$ cat src/rtl/demux_write_sequencer.sv
`default_nettype none
// ============================================================================
// Module      : demux_write_sequencer
// Description : Steps a 1-to-24 demux through consecutive destination slots,
//               one write strobe per unstalled cycle, for a vector write of
//               LEN elements starting at slot BASE (wrapping modulo N_DEST).
//               One request is accepted at a time over a valid/ready
//               handshake. Completion is a one-cycle DONE pulse, and ERR
//               qualifies DONE.
//
// Ports       : clk        - clock, all state updates on the rising edge
//               rst_n      - asynchronous active-low reset
//               req_valid  - request present
//               req_ready  - block is idle and can accept a request
//               req_base   - first destination slot of the request
//               req_len    - number of strobes (0..N_DEST)
//               stall      - downstream not ready, freezes sequencing
//               abort      - terminate the current sequence
//               sel        - registered demux select (slot index)
//               we         - demux data input / write strobe
//               busy       - a request is in flight (RUN or FIN)
//               done       - one-cycle completion pulse
//               err        - illegal or aborted request, valid with done
//
// Revision    : 1.0 - initial release
// ============================================================================
module demux_write_sequencer #(
  parameter int N_DEST = 24,
  parameter int SEL_W  = 5
) (
  input  logic             clk,
  input  logic             rst_n,
  input  logic             req_valid,
  output logic             req_ready,
  input  logic [SEL_W-1:0] req_base,
  input  logic [SEL_W-1:0] req_len,
  input  logic             stall,
  input  logic             abort,
  output logic [SEL_W-1:0] sel,
  output logic             we,
  output logic             busy,
  output logic             done,
  output logic             err
);

  localparam logic [1:0] S_IDLE = 2'd0;
  localparam logic [1:0] S_RUN  = 2'd1;
  localparam logic [1:0] S_FIN  = 2'd2;

  // N_DEST itself must be representable, since LEN == N_DEST is legal.
  localparam logic [SEL_W-1:0] c_n_dest = SEL_W'(N_DEST);
  localparam logic [SEL_W-1:0] c_last   = SEL_W'(N_DEST - 1);
  localparam logic [SEL_W-1:0] c_zero   = '0;
  localparam logic [SEL_W-1:0] c_one    = SEL_W'(1);

  logic [1:0]       r_state;
  logic [SEL_W-1:0] r_sel;
  logic [SEL_W-1:0] r_cnt;
  logic             r_err;

  logic w_accept;
  logic w_illegal;
  logic w_run;

  assign w_accept  = req_valid & (r_state == S_IDLE);
  assign w_illegal = (req_base >= c_n_dest) | (req_len > c_n_dest);
  assign w_run     = (r_state == S_RUN);

  // Abort suppresses the strobe in the very cycle it is seen, so the slot
  // currently presented on sel is never written once abort is raised.
  assign we        = w_run & ~stall & ~abort;
  assign sel       = r_sel;
  assign req_ready = (r_state == S_IDLE);
  assign busy      = (r_state != S_IDLE);
  assign done      = (r_state == S_FIN);
  assign err       = (r_state == S_FIN) & r_err;

  // r_cnt holds the number of strobes still owed after the current one,
  // so the last strobe is the one issued while r_cnt == 0.
  always_ff @(posedge clk or negedge rst_n) begin
    if (!rst_n) begin
      r_state <= S_IDLE;
      r_sel   <= c_zero;
      r_cnt   <= c_zero;
      r_err   <= 1'b0;
    end else begin
      case (r_state)
        S_IDLE: begin
          if (w_accept) begin
            if (w_illegal) begin
              r_state <= S_FIN;
              r_err   <= 1'b1;
            end else if (req_len == c_zero) begin
              r_state <= S_FIN;
              r_err   <= 1'b0;
            end else begin
              r_state <= S_RUN;
              r_sel   <= req_base;
              r_cnt   <= req_len - c_one;
              r_err   <= 1'b0;
            end
          end
        end
        S_RUN: begin
          if (abort) begin
            r_state <= S_FIN;
            r_err   <= 1'b1;
          end else if (!stall) begin
            if (r_cnt == c_zero) begin
              r_state <= S_FIN;
            end else begin
              r_sel <= (r_sel == c_last) ? c_zero : r_sel + c_one;
              r_cnt <= r_cnt - c_one;
            end
          end
        end
        S_FIN: begin
          r_state <= S_IDLE;
        end
        default: begin
          r_state <= S_IDLE;
        end
      endcase
    end
  end

endmodule
`default_nettype wire

$ cat config.mk
export PLATFORM = sky130hd
export DESIGN_NAME = demux_write_sequencer
export DESIGN_NICKNAME = d
export VERILOG_FILES = /design/src/rtl/demux_write_sequencer.sv
export SDC_FILE = /design/constraint.sdc
export NUM_CORES = 1
export LEC_CHECK = 0
export CORE_UTILIZATION = 30
export CTS_BUF_LIST = sky130_fd_sc_hd__clkbuf_16
export CTS_CLUSTER_DIAMETER = 80
export CTS_CLUSTER_SIZE = 8
export DETAILED_ROUTE_END_ITERATION = 7
export HOLD_SLACK_MARGIN = 0.05
export PLACE_DENSITY = 0.61
export SLEW_MARGIN = 20
export SYNTH_ARGS = -nofsm -noshare
export SYNTH_HDL_FRONTEND = slang
export SYNTH_SLANG_ARGS = --single-unit
$ cat constraint.sdc
create_clock -name clk -period 3.9 [get_ports clk]
set_input_delay 0.39 -clock clk [delete_from_list [all_inputs] [get_ports clk]]
set_output_delay 0.39 -clock clk [all_outputs]
set_load 0.05 [all_outputs]
==> impl_metrics.toml <==
[floorplan]
die_area_sq_um = 3240
rows = 19
ioPinCount = 25
die_w_um = 56.9
die_y_um = 56.9
coreArea_sq_um = 2810
start_util_pct = 32.2

[hold_path]
hp-class = "register to register"
min_from = "r_cnt[1]"

[setup_path]
worstSetupPathType = "register to register"
worstSetupStartpoint = "r_state[0]"
cp_max_fo = 15
timing.rr.start = "r_state[0]"
crit_slowest_cell = "nor2b_1"
crit_path_start_kind = "register"
endpoint_kind = "register"
critical_path.max_stage_delay_ns = 0.59
required_ns = 4.00
path_cells = "nor2b_1 -> mux2i_1 -> ha_1 -> nor3b_1 -> xor2_1 -> a32oi_1 -> o21ai_0"
cp.arrival_ns = 2.64

[synth]
ys.warnings.count = 0
synth_cells = 104
synthTopCellsByArea = "dfrtp_1 (36%), a21oi_1 (5.5%), o21ai_0 (5.0%), nand2_1 (4.6%), mux2i_1 (4.4%)"
synth_top_family_by_area = "simple AND/OR/NAND/NOR gates"
synth.area.mux_share_pct = 5.67
yosysSeqAreaShare_pct = 36.0
ys_seq_elements = 13
yosys.area_share.simple_pct = 25.7
synth_top_cell_by_area = "dfrtp_1"
synthXorXnorAreaFrac_pct = 0.968
avgSynthCellArea_sq_um = 8.70
synth_area_sq_um = 905
synthFlopType = "dfrtp_1"
synth.distinct_cells = 36
synth-compound-area-share_pct = 25.4
synth_nets = 121
synth-edff-count = 0
netlist.area_leader.share_pct = 36.0
synthArstFlopShare_pct = 100
synth_fa_ha_area_share_pct = 2.77

[clocking]
cts_sinks = 13
clockBufferDepth = 2
post-cts-setup-buffer-count = 0
htree_num_levels = 1
clk_root_buffer_cell = "clkbuf_16"
clock_latency_ns = 0.24
cts_buffers = 3
hold_buffers = 0
clk_pin_slew_ns = 0.05
cts_tree = "yes"
cts_resized = 0

[timing]
post-route-min-period_ns = 2.54
finClkSkew_ns = 0.00252
hold_viol_final = 0
setup_tns_ns = 0
rsz0062_at_grt = "false"
tightest_slew_ns = 0.642
fmax_ghz = 0.394
drv_slew = 0
finalCritPeriodShare_pct = 65.1
setup_viol = 0
relSlewSlack_pct = 57.1

[power_and_ir_drop]
p_leak_nw = 0.497
p_per_area_nw_per_um2 = 731
irDropWorstVdd_mv = 0.297

[drt]
wl_per_cell_um = 13.5
drtIter0Drc = 16
ant_nets = 0
vias = 851
drtPass1Iterations = 6
vias_per_cell = 5.39
finalWirelength_mm = 2.13
drc = 2

[global_route]
grt-ovfl-total = 0
grt_start_max_net_pins = 20
grt_pass1_vias = 778
grt_usage_pct = 14.6
grt_pass1_wl_mm = 3.68
grt_antenna_before_repair = 0

[flow_run]
maxCapViolCount = 0

[placed_design]
gp_congestion = 0.750
portBuffers = 24
placedCellCount = 154
dp_hpwl_mm = 1.57

[run_status]
violations = "design-rule violations"
status = "finished with violations"

[layout]
layout_common_cells = "clkdlybuf4s50_1 (24), dfrtp_1 (13), nand2_1 (11), nor2_1 (10), a21oi_1 (10)"
nets = 145
layout-drive-gt1-share_pct = 7.09
final_common_cell = "clkdlybuf4s50_1"
area_growth_pct = 37.3
n_antenna_cell = 0
stdcell_count = 158
fin_util_pct = 44.3
[worst max-delay path: cells and delay by family (launching register included)]
family	cells	cell delay [ns]
xor+xnor	1	0.10
fa+ha+maj	1	0.28
mux	1	0.32
flops	1	0.58
simple gates	2	0.87
compound gates	2	0.24
[metrics by stage]
stage	power (mW)	area (sq um)	setup WS (ns)	hold slack (ns)
final	0.909	1240	1.36	0.519
after detailed placement	0.720	1160	1.40	0.517
after floorplan	0.580	905	1.43	0.0944
after CTS	0.919	1240	1.38	0.528
after global routing	0.973	1240	1.14	0.580
after global placement	0.712	1160	1.51	0.499
[synth_stat cells (2+ instances only)]
cell type and n:
nor2b_1 2, nor3b_1 3, a21oi_1 10, and3b_1 2, dfrtp_1 13, a31oi_1 2, o22a_1 3, ha_1 2
o21ai_0 9, clkbuf_1 4, mux2i_1 4, nand3_1 2, nor3_1 4, nand2_1 11, inv_1 3, nor2_1 10
[area by class of cell]
| cell class | count | area (sq um) |
|---|---|---|
| repair buffers | 24 | 240 |
| well taps | 31 | 38.8 |
| flip-flops and latches | 13 | 325 |
| fillers | 296 | 1560 |
| multi-input cells | 83 | 548 |
| clock buffers | 3 | 75.1 |
| inverters | 3 | 11.3 |
| clock inverters | 1 | 3.75 |
[power by group]
part | switching, mW | internal (mW) | total [mW]
clock | 0.0574 | 0.135 | 0.193
combinational | 0.263 | 0.179 | 0.442
sequential | 0.0783 | 0.195 | 0.274
total | 0.399 | 0.509 | 0.909
[path summary, 6_finish.rpt]
path,end,slack (ns),cells after the start
max,r_cnt[4],1.36,7
max reg2reg,r_cnt[4],1.36,7
max in group asynchronous,r_state[1],2.95,1
min reg2reg,r_cnt[1],0.52,2
min in group asynchronous,r_cnt[0],0.54,1
min,r_cnt[1],0.52,2
[metal layers]
metal | wire, um | track usage, % | up-vias
met5 | 0 | 0 | -
met3 | 89 | 2.30 | 5
met4 | 38 | 6.27 | 0
met1 | 1040 | 20.2 | 390
li1 | - | - | 434
met2 | 961 | 22.5 | 22
[kinds of logic after synthesis]
| kind of cell | after synthesis |
|---|---|
| buffers and inverters | 8 |
| and+or+nand+nor | 42 |
| DFF | 13 |
| xor gates and xnor gates | 1 |
| adders and majority gates | 2 |
| muxes | 5 |
| AOI/OAI and AO/OA | 33 |
[registers in the layout, summed over array words and instances (netlist names)]
register  count
r_state       2
r_cnt         5
sel           5
r_err         1
Note: power is estimated with default switching activity, not from simulation.
